File: src/rtl/dcache_store_unit.sv
// In-order store buffer between MEM stage and the dcache write port: lane replication,
// byte-enable generation, DEPTH-entry FIFO and an IDLE/WRITE drain FSM. Optional: STORE_MISALIGN_TRAP_EN.
module dcache_store_unit #(
    parameter int DEPTH = 4,
    localparam int CW = $clog2(DEPTH + 1),
    localparam int PW = $clog2(DEPTH)
) (
    input  logic          clk,
    input  logic          rst_n,
    input  logic          st_valid,
    output logic          st_ready,
    input  logic [2:0]    st_funct3,
    input  logic [31:0]   st_addr,
    input  logic [31:0]   st_data,
    output logic          mem_write,
    output logic [31:0]   mem_address,
    output logic [31:0]   mem_wdata,
    output logic [3:0]    mem_byte_enable,
    input  logic          mem_resp,
    output logic          sb_empty,
    output logic [CW-1:0] sb_count,
    output logic          misalign_err
);

    typedef enum logic {IDLE, WRITE} state_t;

    state_t        state_q, state_d;
    logic [PW-1:0] wr_ptr_q, wr_ptr_d, rd_ptr_q, rd_ptr_d;
    logic [CW-1:0] count_q, count_d;

    logic [29:0]   buf_addr_q  [DEPTH];
    logic [31:0]   buf_wdata_q [DEPTH];
    logic [3:0]    buf_be_q    [DEPTH];

    logic [1:0]    ofs;
    logic [31:0]   ent_wdata;
    logic [3:0]    ent_be;
    logic          ent_ok;
    logic          accept, push, pop;

    assign ofs = st_addr[1:0];

    // Lane replication: the dcache takes the whole word and only commits enabled lanes.
    always_comb begin
        ent_wdata = st_data;
        ent_be    = 4'b0000;
        ent_ok    = 1'b0;
        case (st_funct3)
            3'b000: begin
                ent_wdata = {4{st_data[7:0]}};
                ent_be    = 4'b0001 << ofs;
                ent_ok    = 1'b1;
            end
            3'b001: begin
                ent_wdata = {2{st_data[15:0]}};
                ent_be    = 4'b0011 << {ofs[1], 1'b0};
                ent_ok    = 1'b1;
            end
            3'b010: begin
                ent_wdata = st_data;
                ent_be    = 4'b1111;
                ent_ok    = 1'b1;
            end
            default: ;
        endcase
    end

`ifdef STORE_MISALIGN_TRAP_EN
    logic misaligned;
    logic misalign_q, misalign_d;

    assign misaligned = ((st_funct3 == 3'b001) && ofs[0]) ||
                        ((st_funct3 == 3'b010) && (ofs != 2'b00));
    assign push       = accept && ent_ok && !misaligned;
    assign misalign_d = accept && misaligned;

    always_ff @(posedge clk or negedge rst_n) begin
        if (!rst_n) misalign_q <= 1'b0;
        else        misalign_q <= misalign_d;
    end
    assign misalign_err = misalign_q;
`else
    assign push         = accept && ent_ok;
    assign misalign_err = 1'b0;
`endif

    // Unsupported funct3 still completes the handshake so the pipeline never stalls on it.
    assign accept = st_valid && st_ready;
    assign pop    = (state_q == WRITE) && mem_resp;

    always_comb begin
        count_d  = count_q + CW'(push) - CW'(pop);
        wr_ptr_d = wr_ptr_q + PW'(push);
        rd_ptr_d = rd_ptr_q + PW'(pop);
        state_d  = state_q;
        case (state_q)
            IDLE:    if (count_q != '0) state_d = WRITE;
            WRITE:   if (pop && (count_d == '0)) state_d = IDLE;
            default: state_d = IDLE;
        endcase
    end

    always_ff @(posedge clk or negedge rst_n) begin
        if (!rst_n) begin
            state_q  <= IDLE;
            count_q  <= '0;
            wr_ptr_q <= '0;
            rd_ptr_q <= '0;
        end else begin
            state_q  <= state_d;
            count_q  <= count_d;
            wr_ptr_q <= wr_ptr_d;
            rd_ptr_q <= rd_ptr_d;
        end
    end

    // Payload storage needs no reset; outputs are gated by the FSM state.
    always_ff @(posedge clk) begin
        if (push) begin
            buf_addr_q[wr_ptr_q]  <= st_addr[31:2];
            buf_wdata_q[wr_ptr_q] <= ent_wdata;
            buf_be_q[wr_ptr_q]    <= ent_be;
        end
    end

    assign mem_write       = (state_q == WRITE);
    assign mem_address     = mem_write ? {buf_addr_q[rd_ptr_q], 2'b00} : 32'h0;
    assign mem_wdata       = mem_write ? buf_wdata_q[rd_ptr_q] : 32'h0;
    assign mem_byte_enable = mem_write ? buf_be_q[rd_ptr_q] : 4'h0;

    assign st_ready = (count_q != CW'(DEPTH));
    assign sb_empty = (count_q == '0);
    assign sb_count = count_q;

endmodule
File: config.mk
export PLATFORM = sky130hd
export DESIGN_NAME = dcache_store_unit
export DESIGN_NICKNAME = d
export VERILOG_FILES = /design/src/rtl/dcache_store_unit.sv
export SDC_FILE = /design/constraint.sdc
export NUM_CORES = 1
export LEC_CHECK = 0
export CAP_MARGIN = 5
export CORE_AREA = 3 3 159 161
export CTS_CLUSTER_SIZE = 25
export DETAILED_ROUTE_END_ITERATION = 10
export DIE_AREA = 0 0 162 164
export PLACE_DENSITY = 0.67
export SYNTH_ARGS = -nofsm -noshare
export SYNTH_HDL_FRONTEND = slang
export SYNTH_SLANG_ARGS = --single-unit
File: constraint.sdc
create_clock -name clk -period 8.4 [get_ports clk]
set_clock_uncertainty 0.2 [all_clocks]
set_input_delay 1.68 -clock clk [delete_from_list [all_inputs] [get_ports clk]]
set_output_delay 1.68 -clock clk [all_outputs]
set_load 0.02 [all_outputs]
Yosys cells after proc, flatten, opt, wreduce, memory -nomap -nowiden
Memories as Yosys holds them, arrays and structs flattened.
Cells that the tools add are included.

storage, ports and cells
  RAM bits = 264
  memories kept = 3
  input port bits = 71
  word-level logic and storage cells = 37
  bits in registers = 8

memories
  name         depth  bits a word  read ports  clocked after Yosys merged registers in  wr ports  line  text
  buf_wdata_q  4      32           1           0                                        1         32    logic [31:0] buf_wdata_q [DEPTH];
  buf_addr_q   4      30           1           0                                        1         31    logic [29:0] buf_addr_q [DEPTH];
  buf_be_q     4      4            1           0                                        1         33    logic [3:0] buf_be_q [DEPTH];

cells by class
  shifts and indexed selects = 2
  multiplexer cells = 11
  equal/unequal tests = 3
  reduce and logical (&&, ||, !) cells = 9
  bitwise operators = 1
  add/subtract/negate cells = 4

operators by type and width
  cell                 count
  $mux 32              2
  $pmux 32 s2          1
  $pmux 4 s3           1
  $logic_not 3->1      3
  $mux 1               5
  $add 2x1->2          2
  $logic_and 1x1->1    4
  $mux 4               1
  $shl 1x2->4 const A  1
  $shl 2x2->4 const A  1
  $add 3x1->3          1
  $eq 3x1->1 const B   1
  $eq 3x2->1 const B   1
  $ne 3x3->1 const B   1
  $reduce_bool 3->1    1
  $reduce_or 3->1      1
  $sub 3x1->3          1
  $pmux 1 s2           1
  $not 1->1            1

Depth between registers and ports, before layout
Gate-level depths: netlist of the first run.

  word-level depth = 10
  depth in mapped cells = 11

Least setup slack after synthesis of the first run
OpenSTA, ideal clock, no wires.

  path type = in2reg
  start = input port st_funct3[1]
  end = memory buf_addr_q[1][0] (enable)
  cell stages on the path = 4
  setup time = 0.585 ns
  arrival time = 7.168 ns
  slack = 0.446 ns
  cells stage by stage = buf_2 -> a21oi_1 -> nand3_1 -> nor3b_1

on the way
  longest elaborated chain between the ends = 6
  elaborated cells on any way between the ends = 8

ends and longest elaborated chain
  item                                line  text
  start, declared                     12    input logic [2:0] st_funct3,
  $eq 3x2->1 (tied with other cells)  48    case (st_funct3)
  $reduce_or 3->1 (no line) (*)       n/a
  $mux 1 (*)                          48
  $logic_and 1x1->1 (*)               83    assign push = accept && ent_ok;
  $mux 1 (*)                          119   if (push) begin
  $mux 1 (implied by the code) (*)    120   buf_addr_q[wr_ptr_q] <= st_addr[31:2];
  end, declared                       31

Mark *: on every way between the ends. The rest lies on a longest branch, timed or not.

Final worst setup path of the first run
  start = register rd_ptr_q[0]
  end = output port mem_wdata[9]

on the way
  longest elaborated chain between the ends = 2

ends and longest elaborated chain
  item                    line  text
  start, declared         28    logic [PW-1:0] wr_ptr_q, wr_ptr_d, rd_ptr_q, rd_ptr_d;
  start signal, assigned  113   rd_ptr_q <= rd_ptr_d;
  $mem_v2 4x32            n/a
  $mux 32                 128   assign mem_wdata = mem_write ? buf_wdata_q[rd_ptr_q] : 32'h0;
  end, declared           17    output logic [31:0] mem_wdata,

Every way passes these cells.

==> results of run 1 <==
-- power breakdown --
| group | total [mW] | switching (mW) | leakage (nW) | internal (mW) |
|---|---|---|---|---|
| sequential | 1.79 | 0.162 | 2.48 | 1.63 |
| combinational | 1.44 | 0.650 | 1.44 | 0.793 |
| clock | 1.29 | 0.482 | 0.480 | 0.812 |
-- Yosys cell counts (all sizes together) --
cell     instances
dfrtp            8
conb             1
nor3b            2
and2            67
nor3             3
a2bb2oi          1
clkbuf           8
or3b             1
a21oi           11
nand2            1
mux2            16
inv              6
nand3b           1
xnor2            2
mux4            66
nand2b           1
nand3            1
nor2b            2
ha               4
edfxtp         264
o21a             2
fa               1
mux2i            8
buf             20
xor2             2
nor2            13
-- area by class of cell --
class	count	area share (%)
inverter	6	0.167
multi-input combinational	208	18.6
clock buffer	33	5.48
sequential	272	60.2
timing repair buffer	147	10.8
clock inverter	19	1.80
tap	324	3.00
-- logic make-up (layout without fill, tap and decap cells) --
group	Yosys count	after routing
DFF	272	272
and+or+nand+nor	92	92
muxes	90	90
buffers and inverters	34	205
AOI/OAI and AO/OA	14	14
adders and majority gates	5	5
xor gates and xnor gates	4	4
other	1	3
-- layer usage --
layer | global-route usage (%) | wire, µm | vias to the layer above
met5 | 0 | 0 | -
met1 | 22.2 | 8990 | 2706
met4 | 3.37 | 291 | 0
li1 | - | - | 2350
met2 | 28.2 | 10800 | 199
met3 | 3.35 | 1380 | 22
-- through the flow --
step           total power, mW  util (%)  setup slack, ps  instance area (µm²)
2_1_floorplan             2.69         -              446                10800
3_3_place_gp              3.27      52.0             3430                12500
3_5_place_dp              3.29      52.0             3220                12500
4_1_cts                   4.60      56.1             2890                13500
5_1_grt                   4.73      56.1             2750                13500
6_report                  4.53      56.1             3020                13500
-- worst max path at each step --
stage / to / from / cells after the start / slack [ps]
after global routing: mem_wdata[15] / rd_ptr_q[0] / 4 / 2750
after global placement: mem_write / st_funct3[0] / 11 / 3430
after CTS: mem_wdata[15] / rd_ptr_q[0] / 4 / 2890
after detailed placement: mem_write / st_funct3[0] / 11 / 3220
final: mem_wdata[9] / rd_ptr_q[0] / 4 / 3020
after floorplan: buf_addr_q[1][0] / st_funct3[1] / 4 / 450
-- worst max-delay path, delay by kind of cell (launching register included) --
kind / cells / cell delay [ps]
and+or+nand+nor: 1 / 220
DFF: 1 / 790
muxes: 1 / 590
buffers and inverters: 2 / 1320
-- sequential cells by signal, summed over array words and instances (netlist names) --
signal and count:
buf_wdata_q 128, buf_addr_q 120, buf_be_q 16, sb_count 3, rd_ptr_q 2, wr_ptr_q 2, mem_write 1
==> results.sh, run 1 <==
export IMPL_core_rowCount=57
export IMPL_multiInputGateArea_mm2=0.00251
export IMPL_cts_htree_levels=1
export IMPL_r2r_start="mem_write"
export IMPL_synth_seq_cells=272
export IMPL_timing_reg2reg_setup_slack_ps=5270
export IMPL_root_buffer="clkbuf_16"
export IMPL_synthSimpleGateAreaFrac_pct=5.09
export IMPL_hold_viol=0
export IMPL_hold_path_class="register to register"
export IMPL_vias=5277
export IMPL_postCtsResizedCells=0
export IMPL_antenna_found_initial=0
export IMPL_worstPathCellList="buf_4 > mux4_2 > and2_1 > clkdlybuf4s50_1"
export IMPL_max_freq_mhz=186
export IMPL_post_cts_setup_buffers=0
export IMPL_critPathMaxStageDelay_ps=790
export IMPL_synth_cell_type_count=31
export IMPL_seq_area_frac_synth_pct=75.2
export IMPL_whs_ps=382
export IMPL_tightest_slew_ps=1170
export IMPL_dp_cells=957
export IMPL_synth_cells=512
export IMPL_clock_sinks=272
export IMPL_synthAdderAreaFrac_pct=0.649
export IMPL_yosysTopAreaCell="edfxtp_1"
export IMPL_seq_area_mm2=0.00814
export IMPL_r2r_cells=9
export IMPL_syn_avg_cell_area_um2=21.1
export IMPL_grt_start_max_net_pins=70
export IMPL_grt_pass1_wl_um=33300
export IMPL_setup_violations_final=0
export IMPL_synth_xor_area_share_pct=0.324
export IMPL_fin_crit_sh_pct=64.0
export IMPL_die_area_mm2=0.0266
export IMPL_clk_latency_ps=520
export IMPL_synth_area_leaders="edfxtp_1 73%, mux4_2 14%, and2_1 3.9%"
export IMPL_crit_fanout=40
export IMPL_powerDensity_mw_per_mm2=335
export IMPL_r2r_end="mem_write"
export IMPL_synthMuxAreaShare_pct=16.2
export IMPL_firstDrtPassIters=4
export IMPL_fin_cells=1009
export IMPL_drive_gt1_share_pct=20.3
export IMPL_drc_errors=0
export IMPL_final_cell_mix="264 x edfxtp_1, 142 x clkdlybuf4s50_1, 67 x and2_1"
export IMPL_place_hpwl_um=12300
export IMPL_synth_compound_area_share_pct=0.730
export IMPL_holdPathStages=1
export IMPL_min_to="wr_ptr_q[1]"
export IMPL_power_leakage_nw=4.40
export IMPL_setup_tns_ps=0
export IMPL_overflow=0
export IMPL_portBuffers=142
export IMPL_outcome="complete, no violations"
export IMPL_start_util_pct=44.8
export IMPL_worstSetupPathType="register to output pin"
export IMPL_crit_path_start_kind="register"
export IMPL_gp_congestion=0.757
export IMPL_grtUsageTotal_pct=16.5
export IMPL_grt_pass1_vias=5781
export IMPL_first_iter_violations=306
export IMPL_wl_per_cell_um=21.3
export IMPL_synth_top_family_by_area="multiplexers"
export IMPL_cts_made_buffers=28
export IMPL_maxCapViolCount=0
export IMPL_maxSlewHeadroom_pct=22.2
export IMPL_avgViaCountPerCell=5.23
export IMPL_die_h_um=164
export IMPL_cts_buffer_depth=3
export IMPL_ant_nets=0
export IMPL_crit_slowest_cell="dfrtp_4"
export IMPL_coreArea_mm2=0.0241
export IMPL_routed_wirelength_um=21500
export IMPL_crit_arrival_ps=3500
export IMPL_synth_top_area_share_pct=73.4
export IMPL_rsz0062_at_grt="false"
export IMPL_final_nets=739
export IMPL_ioPinCount=146
export IMPL_finalCriticalPeriod_ps=5380
export IMPL_vdd_drop_max_uv=221
export IMPL_cp_end_kind="output pin"
export IMPL_area_delta_synth_final_pct=25.2
export IMPL_hold_path_startpoint="wr_ptr_q[1]"
export IMPL_final_common_cell="edfxtp_1"
export IMPL_postCtsHoldBufs=0
export IMPL_syn_area_mm2=0.0108
export IMPL_clk_pin_slew_ps=60
export IMPL_yosysWarnings=0
export IMPL_n_fill_cell=1901
export IMPL_crit_required_ps=6520
export IMPL_n_antenna_cell=0
export IMPL_drv_slew=0
export IMPL_die_x_um=162
export IMPL_cts_tree="done"
(Power assumes the default switching activity.)
==> run 2, diff against run 1 <==
Clock period 8.4 ns to 5.4 ns, I/O delays scaled along.
==> run 2 against run 1 <==
Against the previous run:
- sequential share of layout area increased by 0.37 points
- final cell count increased by 0.30%
- critical path depth unchanged
- setup slack got worse by 1900 ps
- die area stayed put
- count of clock-buffer cells in the layout rose by 8
- first-iteration DRC count increased by 19%
- sequential power is 56% higher
- largest cell class unchanged
==> results.sh, run 2 (same netlist as run 1, synthesis figures left out) <==
export IMPL_whs_ps=399
export IMPL_final_area_mm2=0.0134
export IMPL_power_leakage_nw=4.36
export IMPL_cts_tree="done"
export IMPL_postCtsHoldBufs=0
export IMPL_swShare_pct=29.5
export IMPL_drc_errors=0
export IMPL_die_area_mm2=0.0266
export IMPL_netSwitchingPower_mw=2.00
export IMPL_outcome="complete, no violations"
export IMPL_wl_per_cell_um=21.2
export IMPL_clk_pin_slew_ps=60
export IMPL_cts_made_buffers=28
export IMPL_largest_register_ffs=128
export IMPL_worstSetupPathType="register to output pin"
export IMPL_die_h_um=164
export IMPL_post_cts_setup_buffers=0
export IMPL_p_int_mw=4.79
export IMPL_cp_end_kind="output pin"
export IMPL_start_util_pct=44.8
export IMPL_top_regs="buf_wdata_q x128, buf_addr_q x120, buf_be_q x16"
export IMPL_clockPowerShare_pct=25.4
export IMPL_setup_violations_final=0
export IMPL_n_antenna_cell=0
export IMPL_firstDrtPassIters=4
export IMPL_crit_required_ps=4120
export IMPL_maxCapViolCount=0
export IMPL_ioPinCount=146
export IMPL_cts_buffer_depth=3
export IMPL_antenna_found_initial=0
export IMPL_setup_tns_ps=0
export IMPL_postPlaceCellArea_mm2=0.0126
export IMPL_drive_gt1_share_pct=19.9
export IMPL_vdd_drop_max_uv=401
export IMPL_root_buffer="clkbuf_16"
export IMPL_final_common_cell="edfxtp_1"
export IMPL_regMostFlops="buf_wdata_q"
export IMPL_overflow=0
export IMPL_powerDensity_mw_per_mm2=505
export IMPL_finalWorstSetupSlack_ps=1130
export IMPL_first_iter_violations=363
export IMPL_routed_wirelength_um=21400
export IMPL_final_nets=743
export IMPL_crit_arrival_ps=2990
export IMPL_hold_path_class="register to register"
export IMPL_max_freq_mhz=234
export IMPL_maxSlewHeadroom_pct=17.2
export IMPL_area_delta_synth_final_pct=24.4
export IMPL_seqPwrFrac_pct=41.2
export IMPL_place_hpwl_um=12600
export IMPL_clock_sinks=272
export IMPL_place_ws_ps=1030
export IMPL_postCtsResizedCells=0
export IMPL_grt_start_max_net_pins=68
export IMPL_tightest_slew_ps=1240
export IMPL_hold_viol=0
export IMPL_rsz0062_at_grt="false"
export IMPL_crit_path_start_kind="register"
export IMPL_core_rowCount=57
export IMPL_cts_htree_levels=1
export IMPL_pwr_share_comb_pct=33.4
export IMPL_vias=5296
export IMPL_clk_latency_ps=520
export IMPL_ant_nets=0
export IMPL_drv_slew=0
export IMPL_crit_fanout=29
export IMPL_grt_pass1_wl_um=33300
export IMPL_portBuffers=142
export IMPL_gp_congestion=0.764
export IMPL_final_cell_mix="264 x edfxtp_1, 142 x clkdlybuf4s50_1, 67 x and2_1"
export IMPL_grt_pass1_vias=5763
export IMPL_avgViaCountPerCell=5.23
export IMPL_grtUsageTotal_pct=16.3
export IMPL_coreArea_mm2=0.0241
export IMPL_finalCriticalPeriod_ps=4270
export IMPL_fin_crit_sh_pct=79.1
export IMPL_die_x_um=162
## run 2: worst paths after layout
path	slack, ps	start	end	depth (start not counted)
max reg2reg	2340	sb_count[1]	mem_write	10
min	400	sb_count[0]	sb_count[0]	1
max	1130	rd_ptr_q[0]	mem_wdata[20]	4
min reg2reg	400	sb_count[0]	sb_count[0]	1
min in group asynchronous	650	rst_n	sb_count[1]	1
max in group asynchronous	4040	rst_n	rd_ptr_q[0]	1
## run 2: stage by stage
stage	power, mW	instances	util (%)
2_1_floorplan	4.17	514	-
5_1_grt	7.11	1012	55.8
4_1_cts	6.89	1012	55.8
6_report	6.79	1012	55.8
3_3_place_gp	5.12	961	52.3
3_5_place_dp	5.15	961	52.3
## run 2: critical path, stage by stage, from the launching register on
cell	delay (ps)
dfrtp_4	840
buf_4	380
mux4_2	540
and2_1	170
clkdlybuf4s50_1	540
## run 2: power by group through the flow
stage               Combinational, mW  Sequential, mW  Clock [mW]
CTS                              2.31            2.81        1.77
floorplan                        1.52            2.65           0
finish                           2.27            2.80        1.72
detailed placement               2.30            2.85           0
global route                     2.41            2.84        1.86
global placement                 2.28            2.83           0
## run 2: routing by layer
metal / share of wire (%) / global-route usage, %
met3: 6.2 / 4.01
met2: 49 / 27.6
met1: 43 / 21.9
met4: 1.5 / 3.18
met5: 0 / 0
## run 2: cell type report
type	instances	area, µm²
Fill cell	1915	10700
Clock buffer	41	781
Inverter	6	22.5
Sequential cell	272	8140
Clock inverter	10	47.5
Multi-Input combinational cell	208	2530
Timing Repair Buffer	151	1510
Tap cell	324	405
